--- config.mk ---
export PLATFORM = sky130hd
export DESIGN_NAME = shader_tcache_arbiter_flat
export DESIGN_NICKNAME = d
export VERILOG_FILES = /design/src/rtl/shader_pkg.sv /design/src/rtl/shader_tcache_arbiter_if.sv /design/src/rtl/shader_rr_picker.sv /design/src/rtl/shader_tcache_arbiter.sv /design/src/flat_wrapper.sv
export SDC_FILE = /design/constraint.sdc
export NUM_CORES = 1
export LEC_CHECK = 0
export ABC_AREA = 1
export BUFFER_PORTS_ARGS = -buffer_cell sky130_fd_sc_hd__buf_2
export CAP_MARGIN = 20
export CORE_AREA = 2 2 272 274
export DETAILED_ROUTE_END_ITERATION = 8
export DIE_AREA = 0 0 274 276
export GPL_ROUTABILITY_DRIVEN = 1
export PLACE_DENSITY = 0.41
export SETUP_SLACK_MARGIN = 0.05
export SLEW_MARGIN = 10
export SYNTH_ARGS = -nofsm -noshare
export SYNTH_HDL_FRONTEND = slang
export SYNTH_HIERARCHICAL = 1
export SYNTH_SLANG_ARGS = --single-unit
--- constraint.sdc ---
create_clock -name aclk -period 33.8 [get_ports aclk]
set_input_delay 8.45 -clock aclk [delete_from_list [all_inputs] [get_ports aclk]]
set_output_delay 8.45 -clock aclk [all_outputs]
set_load 0.01 [all_outputs]
--- src/rtl/shader_pkg.sv ---
// Shared types and cache sizing for the shader texture-cache arbiter and its attached cache.
package shader_pkg;

    localparam int unsigned TCACHE_SIZE_DEF = 3;
    localparam int unsigned TCACHE_WIDTH    = 1 << TCACHE_SIZE_DEF;
    localparam int unsigned TCACHE_TEXELS   = TCACHE_WIDTH * TCACHE_WIDTH;

    typedef logic [3:0] texel_t;

    typedef enum logic [2:0] {IDLE, ISSUE, S1, S2, S3} tcarb_state_t;

    function automatic int unsigned tcache_texels(input int unsigned size);
        return 1 << (2 * size);
    endfunction

endpackage

--- src/rtl/shader_tcache_arbiter_if.sv ---
// Requester-side bus of the texture-cache arbiter: texel-read lanes, their responses and the DMA fill port.
interface shader_tcache_arbiter_if
    import shader_pkg::*;
#(
    parameter int unsigned NUM_LANES   = 4,
    parameter int unsigned TCACHE_SIZE = TCACHE_SIZE_DEF
) ();

    localparam int unsigned TEXELS = tcache_texels(TCACHE_SIZE);

    logic [NUM_LANES-1:0]                  lane_valid;
    logic [NUM_LANES-1:0]                  lane_ready;
    logic [NUM_LANES-1:0][TCACHE_SIZE-1:0] lane_tu;
    logic [NUM_LANES-1:0][TCACHE_SIZE-1:0] lane_tv;
    logic [NUM_LANES-1:0]                  resp_valid;
    texel_t                                resp_data;
    logic                                  dma_valid;
    logic                                  dma_ready;
    logic [4*TEXELS-1:0]                   dma_data;
    logic [TEXELS-1:0]                     dma_mask;
    logic                                  dma_done;

    modport master (
        output lane_valid, lane_tu, lane_tv, dma_valid, dma_data, dma_mask,
        input  lane_ready, resp_valid, resp_data, dma_ready, dma_done
    );

    modport slave (
        input  lane_valid, lane_tu, lane_tv, dma_valid, dma_data, dma_mask,
        output lane_ready, resp_valid, resp_data, dma_ready, dma_done
    );

endinterface

--- src/rtl/shader_rr_picker.sv ---
// Combinational round-robin picker: the first requesting lane at or after ptr wins.
module shader_rr_picker #(
    parameter int unsigned NUM_LANES = 4,
    parameter int unsigned IDX_W     = (NUM_LANES > 1) ? $clog2(NUM_LANES) : 1
) (
    input  logic [NUM_LANES-1:0] req,
    input  logic [IDX_W-1:0]     ptr,
    output logic [NUM_LANES-1:0] grant,
    output logic [IDX_W-1:0]     idx,
    output logic                 found
);

    always_comb begin
        int unsigned lane;
        grant = '0;
        idx   = '0;
        found = 1'b0;
        lane  = 0;
        for (int unsigned k = 0; k < NUM_LANES; k++) begin
            lane = (32'(ptr) + k) % NUM_LANES;
            if (!found && req[IDX_W'(lane)]) begin
                found = 1'b1;
                idx   = IDX_W'(lane);
            end
        end
        if (found) grant[idx] = 1'b1;
    end

endmodule

--- src/rtl/shader_tcache_arbiter.sv ---
// Shares one shader_tcache between NUM_LANES texel-read lanes and a DMA fill port, sequencing the
// cache's strobe/one-hot handshake and steering the read result back to the issuing lane.
module shader_tcache_arbiter
    import shader_pkg::*;
#(
    parameter int unsigned NUM_LANES    = 4,
    parameter int unsigned TCACHE_SIZE  = TCACHE_SIZE_DEF,
    parameter int unsigned STARVE_LIMIT = 4,
    localparam int unsigned TEXELS      = tcache_texels(TCACHE_SIZE)
) (
    input  logic                     aclk,
    input  logic                     areset,
    shader_tcache_arbiter_if.slave   bus,
    output logic                     tc_strobe,
    output logic                     tc_dma_en,
    output logic [TCACHE_SIZE-1:0]   tc_tu,
    output logic [TCACHE_SIZE-1:0]   tc_tv,
    output logic [4*TEXELS-1:0]      tc_dma_data,
    output logic [TEXELS-1:0]        tc_dma_mask,
    input  texel_t                   tc_rdata
);

    localparam int unsigned IDX_W = (NUM_LANES > 1) ? $clog2(NUM_LANES) : 1;
    localparam int unsigned CNT_W = (STARVE_LIMIT > 0) ? $clog2(STARVE_LIMIT + 1) : 1;

    tcarb_state_t         state_q;
    logic [IDX_W-1:0]     rr_ptr_q;
    logic [CNT_W-1:0]     starve_q;
    logic [IDX_W-1:0]     owner_q;
    logic                 pend_valid_q;
    logic                 pend_dma_q;
    logic [IDX_W-1:0]     pend_owner_q;

    logic [NUM_LANES-1:0] pick_grant;
    logic [IDX_W-1:0]     pick_idx;
    logic                 lane_any;
    logic                 grant_window;
    logic                 force_lane;
    logic                 dma_grant;
    logic                 lane_grant;
    logic [IDX_W-1:0]     rr_next;

    shader_rr_picker #(
        .NUM_LANES (NUM_LANES),
        .IDX_W     (IDX_W)
    ) u_picker (
        .req   (bus.lane_valid),
        .ptr   (rr_ptr_q),
        .grant (pick_grant),
        .idx   (pick_idx),
        .found (lane_any)
    );

    // S3 doubles as a grant slot so back-to-back operations run every 4 cycles.
    assign grant_window = (state_q == IDLE) || (state_q == S3);
    assign force_lane   = (starve_q == CNT_W'(STARVE_LIMIT)) && lane_any;
    assign dma_grant    = !areset && grant_window && bus.dma_valid && !force_lane;
    assign lane_grant   = !areset && grant_window && lane_any && !dma_grant;
    assign rr_next      = (pick_idx == IDX_W'(NUM_LANES - 1)) ? '0 : pick_idx + 1'b1;

    assign bus.lane_ready = lane_grant ? pick_grant : '0;
    assign bus.dma_ready  = dma_grant;
    assign bus.resp_valid = (pend_valid_q && !pend_dma_q) ? (NUM_LANES'(1) << pend_owner_q) : '0;
    assign bus.resp_data  = tc_rdata;
    assign bus.dma_done   = pend_valid_q && pend_dma_q;

    always_ff @(posedge aclk or posedge areset) begin
        if (areset) begin
            state_q      <= IDLE;
            tc_strobe    <= 1'b0;
            tc_dma_en    <= 1'b0;
            tc_tu        <= '0;
            tc_tv        <= '0;
            tc_dma_data  <= '0;
            tc_dma_mask  <= '0;
            rr_ptr_q     <= '0;
            starve_q     <= '0;
            owner_q      <= '0;
            pend_valid_q <= 1'b0;
            pend_dma_q   <= 1'b0;
            pend_owner_q <= '0;
        end else begin
            tc_strobe <= 1'b0;
            // Snapshot the finishing operation before a lookahead grant overwrites owner/kind.
            pend_valid_q <= (state_q == S3);
            if (state_q == S3) begin
                pend_dma_q   <= tc_dma_en;
                pend_owner_q <= owner_q;
            end

            if (dma_grant) begin
                tc_dma_en   <= 1'b1;
                tc_dma_data <= bus.dma_data;
                tc_dma_mask <= bus.dma_mask;
                if (lane_any && (starve_q < CNT_W'(STARVE_LIMIT))) starve_q <= starve_q + 1'b1;
            end else if (lane_grant) begin
                tc_dma_en <= 1'b0;
                tc_tu     <= bus.lane_tu[pick_idx];
                tc_tv     <= bus.lane_tv[pick_idx];
                owner_q   <= pick_idx;
                rr_ptr_q  <= rr_next;
                starve_q  <= '0;
            end

            unique case (state_q)
                IDLE, S3: begin
                    if (dma_grant || lane_grant) begin
                        state_q   <= ISSUE;
                        tc_strobe <= 1'b1;
                    end else begin
                        state_q <= IDLE;
                    end
                end
                ISSUE:   state_q <= S1;
                S1:      state_q <= S2;
                S2:      state_q <= S3;
                default: state_q <= IDLE;
            endcase
        end
    end

endmodule
--- src/flat_wrapper.sv ---
// flat-port wrapper written by rule: the top's interface ports become plain ports
module shader_tcache_arbiter_flat import shader_pkg::*;
#(
    parameter int unsigned NUM_LANES    = 4,
    parameter int unsigned TCACHE_SIZE  = TCACHE_SIZE_DEF,
    parameter int unsigned STARVE_LIMIT = 4,
    localparam int unsigned TEXELS      = tcache_texels(TCACHE_SIZE)
)
  (aclk, areset, tc_strobe, tc_dma_en, tc_tu, tc_tv, tc_dma_data, tc_dma_mask, tc_rdata, bus_lane_valid, bus_lane_tu, bus_lane_tv, bus_dma_valid, bus_dma_data, bus_dma_mask, bus_lane_ready, bus_resp_valid, bus_resp_data, bus_dma_ready, bus_dma_done);
  shader_tcache_arbiter_if #(.NUM_LANES(NUM_LANES), .TCACHE_SIZE(TCACHE_SIZE)) bus_i ();
  input  logic aclk;
  input  logic areset;
  output logic tc_strobe;
  output logic tc_dma_en;
  output logic [TCACHE_SIZE-1:0] tc_tu;
  output logic [TCACHE_SIZE-1:0] tc_tv;
  output logic [4*TEXELS-1:0] tc_dma_data;
  output logic [TEXELS-1:0] tc_dma_mask;
  input  texel_t tc_rdata;
  input wire logic [$bits(bus_i.lane_valid)-1:0] bus_lane_valid;
  input wire logic [$bits(bus_i.lane_tu)-1:0] bus_lane_tu;
  input wire logic [$bits(bus_i.lane_tv)-1:0] bus_lane_tv;
  input wire logic [$bits(bus_i.dma_valid)-1:0] bus_dma_valid;
  input wire logic [$bits(bus_i.dma_data)-1:0] bus_dma_data;
  input wire logic [$bits(bus_i.dma_mask)-1:0] bus_dma_mask;
  output wire logic [$bits(bus_i.lane_ready)-1:0] bus_lane_ready;
  output wire logic [$bits(bus_i.resp_valid)-1:0] bus_resp_valid;
  output wire logic [$bits(bus_i.resp_data)-1:0] bus_resp_data;
  output wire logic [$bits(bus_i.dma_ready)-1:0] bus_dma_ready;
  output wire logic [$bits(bus_i.dma_done)-1:0] bus_dma_done;
  assign bus_i.lane_valid = bus_lane_valid;
  assign bus_i.lane_tu = bus_lane_tu;
  assign bus_i.lane_tv = bus_lane_tv;
  assign bus_i.dma_valid = bus_dma_valid;
  assign bus_i.dma_data = bus_dma_data;
  assign bus_i.dma_mask = bus_dma_mask;
  assign bus_lane_ready = bus_i.lane_ready;
  assign bus_resp_valid = bus_i.resp_valid;
  assign bus_resp_data = bus_i.resp_data;
  assign bus_dma_ready = bus_i.dma_ready;
  assign bus_dma_done = bus_i.dma_done;
  shader_tcache_arbiter #(.NUM_LANES(NUM_LANES), .TCACHE_SIZE(TCACHE_SIZE), .STARVE_LIMIT(STARVE_LIMIT)) u_core (.aclk(aclk), .areset(areset), .bus(bus_i), .tc_strobe(tc_strobe), .tc_dma_en(tc_dma_en), .tc_tu(tc_tu), .tc_tv(tc_tv), .tc_dma_data(tc_dma_data), .tc_dma_mask(tc_dma_mask), .tc_rdata(tc_rdata));
endmodule
==> results of run 1 <==
==> logic make-up after synthesis <==
family / count (synthesis)
buffers and inverters: 124
flip-flops: 342
AND/OR/NAND/NOR: 1133
adder cells (fa/ha/maj): 3
AO/OA/AOI/OAI: 11
==> worst register-to-register path, cell delays in order (launching register included) <==
cell,delay [ns]
dfrtp_1,0.61
inv_2,0.16
nand2_1,0.09
nand2_1,0.13
nand2_1,0.09
o21ai_0,0.12
nand3b_1,0.26
nand3_1,0.16
nand2_1,0.13
nor2_4,0.73
buf_4,0.75
buf_4,0.90
nand2_1,0.23
nand2_1,0.11
==> routing by layer <==
layer / GRT usage / vias up
met3: 0.0505 / 76
met2: 0.219 / 492
met5: 0 / -
met4: 0.0318 / 20
met1: 0.152 / 5851
li1: - / 6163
==> power by group <==
group / internal [mW] / switching (mW)
combinational: 0.244 / 0.414
sequential: 0.598 / 0.101
clock: 0.316 / 0.181
total: 1.16 / 0.696
==> layout by cell type, fill, tap and decap left out, types with 2 or more instances in the layout <==
master     netlist  routed
a21oi_1          2       2
buf_2           35     688
buf_4           21      11
bufinv_16        0       7
clkbuf_1         9       4
clkbuf_16        0      43
clkbuf_8         0      14
clkinv_2         0       6
dfrtp_1        342     342
diode_2          0       4
ha_1             3       3
inv_1           40      39
inv_2            4       3
inv_8            0       2
nand2_1       1064    1064
nand2_2         11      11
nand3_1          9       9
nand3_2          2       2
nor2_1          35      35
nor2_2           2       2
nor2_4           2       2
nor3_1           4       4
o21ai_0          6       6
==> final cells by class <==
type / count / area (um^2)
clock buffers: 61 / 1280
inverters: 44 / 180
fillers: 8079 / 53100
diodes: 4 / 10.0
repair buffers: 700 / 3550
well taps: 959 / 1200
clock inverters: 14 / 249
multi-input cells: 1147 / 4450
flip-flops and latches: 342 / 8560
==> path summary, 6_finish.rpt <==
kind | start | to | slack [ns] | depth (start not counted)
worst max-delay path | bus_lane_valid[2] | bus_dma_ready | 14.85 | 10
min in group asynchronous | areset | u_core/tc_dma_data[145]$_DFFE_PP0P_ | 7.92 | 2
worst min register to register | u_core/tc_dma_data[88]$_DFFE_PP0P_ | u_core/tc_dma_data[88]$_DFFE_PP0P_ | 0.46 | 2
max in group asynchronous | areset | u_core/tc_dma_data[29]$_DFFE_PP0P_ | 23.12 | 5
worst min-delay path | u_core/tc_dma_data[88]$_DFFE_PP0P_ | u_core/tc_dma_data[88]$_DFFE_PP0P_ | 0.46 | 2
worst max register to register | u_core/rr_ptr_q[0]$_DFFE_PP0P_ | u_core/tc_dma_data[206]$_DFFE_PP0P_ | 29.29 | 13
==> state kept, by name, summed over array words and instances (netlist names), 3 cells and up <==
| signal | flops |
|---|---|
| u_core/tc_dma_mask | 64 |
| u_core/tc_dma_data | 256 |
| u_core/state_q | 3 |
| u_core/tc_tu | 3 |
| u_core/starve_q | 3 |
| u_core/tc_tv | 3 |
==> stage by stage <==
step / utilization / instances
finish: 0.268 / 3271
floorplan: - / 1613
global route: 0.268 / 3268
global placement: 0.247 / 3191
CTS: 0.268 / 3266
detailed placement: 0.247 / 3191
==> summary.md, run 1 <==
| Metric | Value |
|---|---|
| Outcome | `finished, final reports clean` |
| Worst Hold Margin | `0.463 ns` |
| Leak | `11.4 nW` |
| Relative slew slack | `0.330` |
| Via count | `12600` |
| Die area | `75600 um^2` |
| First drt pass iteration count | `4` |
| TritonCTS Buffers | `43` |
| Min-delay worst type | `reg2reg` |
| Critical Path RT | `25.35 ns` |
| Clk Latency, worst-skew pair | `0.56 ns` |
| Crit path launch type | `input pin` |
| Synth cell types | `26` |
| Number of remaining DRC errors | `0` |
| Initial antenna violation count | `17` |
| Clock tree sinks | `342` |
| Synthesized area per cell | `8.49 um^2` |
| Die H | `276 um` |
| Yosys reg bits | `342` |
| Dominant synthesized flop cell | `dfrtp_1` |
| Synth Area in Compound Gates | `0.00457` |
| Async SR Flop Fraction | `1.00` |
| Vias per std cell | `3.85` |
| Maximum clock rate | `52.8 MHz` |
| Leading area contributor after synthesis | `dfrtp_1` |
| Largest family of logic cells by synthesized area | `simple AND/OR/NAND/NOR gates` |
| Clock Tree Root | `clkbuf_16` |
| Synth Area in XOR/XNOR | `0` |
| Critical Path AT | `10.50 ns` |
| Actual slew at the worst max-slew pin | `1.01 ns` |
| Final worst path period share | `0.561` |
| Routed len/inst | `15.5 um` |
| Post-synth design cell area | `13700 um^2` |
| Met3 wire len | `5200 um` |
| Core Box Area | `72600 um^2` |
| Post-CTS Hold Fix Bufs | `0` |
| Final wirelength | `50800 um` |
| Pwr dens | `95.2 nW/um^2` |
| Setup TNS | `0 ns` |
| Top-count cell post-synth | `nand2_1` |
| # port buffers | `688` |
| Final instance area | `19500 um^2` |
| Setup ws final | `14.85 ns` |
| Max-cap violations | `0` |
| Routability-driven placement congestion ratio | `0.796` |
| Synthesized Nets | `1971` |
| First-pass GRT wire length | `76900 um` |
| Clock slew at reported path FFs | `0.06 ns` |
| Met2 WL post-DR | `24100 um` |
| Max clock buf depth | `3` |
| Postcts setup bufs | `0` |
| Max Slew Vio Count | `0` |
| Synth Area in Simple Gates | `0.317` |
| Nets | `2636` |
| Synth Instances | `1613` |
| Pwr Total | `1.85 mW` |
| Area contributors post-synth | `dfrtp_1 (63%), nand2_1 (29%), buf_2 (1.3%)` |
| Congestion Overflow GR | `0` |
| Place WS | `14.85 ns` |
| Final ANT Viol Nets | `0` |
| Drt first-iter violations | `587` |
| # resized after CTS | `0` |
| Mux share of post-synthesis cell area | `0` |
| Top Metal Used | `met5` |
| Fraction of layout cells with a size suffix above 1 | `0.344` |
| Pin count of the biggest net entering global routing | `150` |
| Clk_skew | `0.0199 ns` |
| TritonCTS clock tree | `yes` |
| Final hold vios | `0` |
| DP HPWL | `37200 um` |
| Initial Utilization | `0.189` |
| CP Cell Sequence | `buf_2 > nand2_1 > nand2_1 > nand2_1 > o21ai_0 > nand3b_1 > nand3_1 > nand2_1 > nor2_4 > buf_2` |
| WL met1 | `20200 um` |
| Vias in the first global route | `13100` |
| Adder-cell area share of the yosys netlist | `0.00274` |
| Crit end category | `output port` |
| Yosys warns | `6` |
| Maximum VDD drop | `0.0509 mV` |
| Slowest CP cell | `nor2_4` |
| H-tree levels | `2` |
| Most used cell, CP | `nand2_1` |
| Slowest stage delay, CP | `0.72 ns` |
| Synth-to-Final Area Change | `42.3%` |
| DP Area | `17900 um^2` |
| Rows | `99` |
| Final setup vio count | `0` |
| RSZ-0062 raised after global routing | `false` |
| Die Wd | `274 um` |
| Seq/Total Area, Yosys | `0.625` |
| Crit path buffers/inverters | `2` |
| Top cell type's share of synthesized area | `0.625` |
| Critical-path maximum fanout | `32` |
| Total track usage | `0.129` |
| Tmin final | `18.95 ns` |
| # IOs | `697` |
| WS Path Type | `in2out` |
| Post-synth EDFFs | `0` |
| Delay-heaviest family, CP | `simple AND/OR/NAND/NOR gates` |
| Synth cell count leaders | `nand2_1 (1064), dfrtp_1 (342), inv_1 (40), buf_2 (35), nor2_1 (35)` |
No activity file was read; power rests on OpenSTA's default activity.
==> run 2: changes to the inputs <==
Clock period 33.8 ns to 18.1 ns, I/O delays scaled along.
==> summary.md, run 2 (synthesized netlist as in run 1, its figures left out) <==
| Metric | Value |
|---|---|
| Worst r2r src | `u_core/rr_ptr_q[0]$_DFFE_PP0P_` |
| Vias per std cell | `3.84 (-0.44%)` |
| Vias in the first global route | `13000 (-0.83%)` |
| Max clock buf depth | `3 (unchanged)` |
| Nets | `2637 (+0.038%)` |
| Critical Path AT | `6.40 ns (-4.10 ns)` |
| Final instance area | `19300 um^2 (-0.89%)` |
| Congestion Overflow GR | `0 (unchanged)` |
| Postcts setup bufs | `0 (unchanged)` |
| TritonCTS clock tree | `yes` |
| Crit path launch type | `input pin` |
| First-pass GRT wire length | `75200 um (-2.1%)` |
| Leak | `11.3 nW (-0.89%)` |
| RR Endpoint | `u_core/tc_dma_data[63]$_DFFE_PP0P_` |
| Clk_skew | `0.0221 ns (+0.00222 ns)` |
| Setup TNS | `0 ns (unchanged)` |
| Final ANT Viol Nets | `0 (unchanged)` |
| WS Path Type | `in2out` |
| Outcome | `finished, final reports clean` |
| Tmin final | `10.93 ns` |
| Commonest non-fill, non-tap cell in the layout | `nand2_1` |
| Initial Utilization | `0.189 (unchanged)` |
| Max-cap violations | `0 (unchanged)` |
| Final worst path period share | `0.604` |
| # port buffers | `688 (unchanged)` |
| # IOs | `697 (unchanged)` |
| Pwr dens | `175 nW/um^2 (+83%)` |
| Max reg flops | `256 (unchanged)` |
| Maximum clock rate | `91.5 MHz` |
| Pin count of the biggest net entering global routing | `124 (-17%)` |
| Flop2flop setup slack | `13.87 ns (-15.42 ns)` |
| Final hold vios | `0 (unchanged)` |
| Initial antenna violation count | `9 (-8)` |
| Max Slew Vio Count | `0 (unchanged)` |
| Worst Hold Path EP | `u_core/tc_dma_mask[43]$_DFFE_PP0P_` |
| Synth-to-Final Area Change | `41.0%` |
| Clk Latency, worst-skew pair | `0.55 ns (about the same)` |
| Clock Tree Root | `clkbuf_16` |
| Commonest non-fill, non-tap cells in the layout | `nand2_1 (1064), buf_2 (688), dfrtp_1 (342), clkbuf_16 (43), inv_1 (39)` |
| Fraction of layout cells with a size suffix above 1 | `0.341 (-0.00318)` |
| Maximum VDD drop | `0.0756 mV (+48%)` |
| Post-CTS Hold Fix Bufs | `0 (unchanged)` |
| Final core occ | `0.266 (-0.00238)` |
| Core Box Area | `72600 um^2 (unchanged)` |
| DP HPWL | `36400 um (-2.2%)` |
| Die Wd | `274 um (unchanged)` |
| DP Area | `17900 um^2 (about the same)` |
| Largest registers | `u_core/tc_dma_data: 256 flops, u_core/tc_dma_mask: 64 flops` |
| Biggest register | `u_core/tc_dma_data` |
| Critical Path RT | `13.57 ns (-11.78 ns)` |
| TritonCTS Buffers | `43 (unchanged)` |
| Total track usage | `0.126 (-0.00286)` |
| Min-delay src | `u_core/tc_dma_mask[43]$_DFFE_PP0P_` |
| Via count | `12500 (-0.47%)` |
| Relative slew slack | `0.330 (about the same)` |
| Actual slew at the worst max-slew pin | `1.01 ns (+0.00000876 ns)` |
| Final setup vio count | `0 (unchanged)` |
| Crit end category | `output port` |
| Clock slew at reported path FFs | `0.05 ns (about the same)` |
| Final wirelength | `49600 um (-2.4%)` |
| Drt first-iter violations | `611 (+4.1%)` |
| Die H | `276 um (unchanged)` |
| Layout filler cell count | `8107 (+0.35%)` |
| Min-delay worst type | `reg2reg` |
| H-tree levels | `2 (unchanged)` |
| # resized after CTS | `0 (unchanged)` |
| Critical-path maximum fanout | `28 (-13%)` |
| Hold path cells | `2 (unchanged)` |
| Rows | `99 (unchanged)` |
| Routability-driven placement congestion ratio | `0.829 (+4.1%)` |
| Number of remaining DRC errors | `0 (unchanged)` |
| Routed len/inst | `15.2 um (-2.4%)` |
| FF-to-FF path depth | `14 (+1)` |
| Die area | `75600 um^2 (unchanged)` |
| Clock tree sinks | `342 (unchanged)` |
| First drt pass iteration count | `5 (+1)` |
| RSZ-0062 raised after global routing | `false` |
[run 2: cell count changes in the layout (fill, tap and decap cells not counted), sizes merged]
| cell | delta |
|---|---|
| buf | +1 |
| clkinv | -1 |
| bufinv | -5 |
| clkbuf | +3 |
| diode | -2 |
| inv | -1 |
| clkinvlp | +4 |
[run 2: how the worst max path moves through the flow]
stage | slack (ns) | cells past startpoint | endpoint | startpoint
after global routing | 6.90 | 8 | bus_lane_ready[1] | areset
final | 7.17 | 11 | bus_dma_ready | bus_lane_valid[0]
after detailed placement | 7.11 | 8 | bus_lane_ready[2] | areset
after global placement | 7.22 | 8 | bus_lane_ready[0] | areset
after CTS | 7.11 | 8 | bus_lane_ready[2] | areset
after floorplan | 2.52 | 6 | bus_lane_ready[0] | areset
[run 2: layout make-up]
type                            count  area, um^2  share of cell area
Antenna cell                        2        5.00            0.000259
Clock buffer                       64        1240              0.0645
Clock inverter                     11         116             0.00603
Inverter                           44         176             0.00914
Multi-Input combinational cell   1147        4450               0.230
Sequential cell                   342        8560               0.443
Tap cell                          959        1200              0.0621
Timing Repair Buffer              701        3560               0.184
[run 2: stage by stage]
stage	worst slack, ns	cells	total power, mW	hold WS, ns
after floorplan	2.52	1613	1.98	0.439
after global placement	7.22	3192	2.56	0.448
after detailed placement	7.11	3192	2.57	0.453
after CTS	7.11	3267	3.44	0.467
after global routing	6.90	3270	3.65	0.478
final	7.17	3270	3.37	0.464
[run 2: power breakdown]
part           switching (mW)  total (mW)  internal, mW
clock network           0.336       0.838         0.502
registers               0.189        1.31          1.12
logic                   0.770        1.23         0.456
[run 2: layer usage]
layer,track usage,share of wire,vias up
met2,0.222,0.49,506
met5,0,0.00081,-
met3,0.0459,0.097,75
met1,0.142,0.38,5814
li1,-,-,6140
met4,0.0372,0.026,8
[run 2: critical path, cell delays in order]
cell      delay [ns]
buf_2           0.10
inv_1           0.07
nand2_1         0.09
nand3_2         0.11
nand2_4         0.07
nor2_4          0.13
nand3b_1        0.19
nand3_1         0.16
nand2_1         0.12
nor2_4          0.56
buf_2           0.25
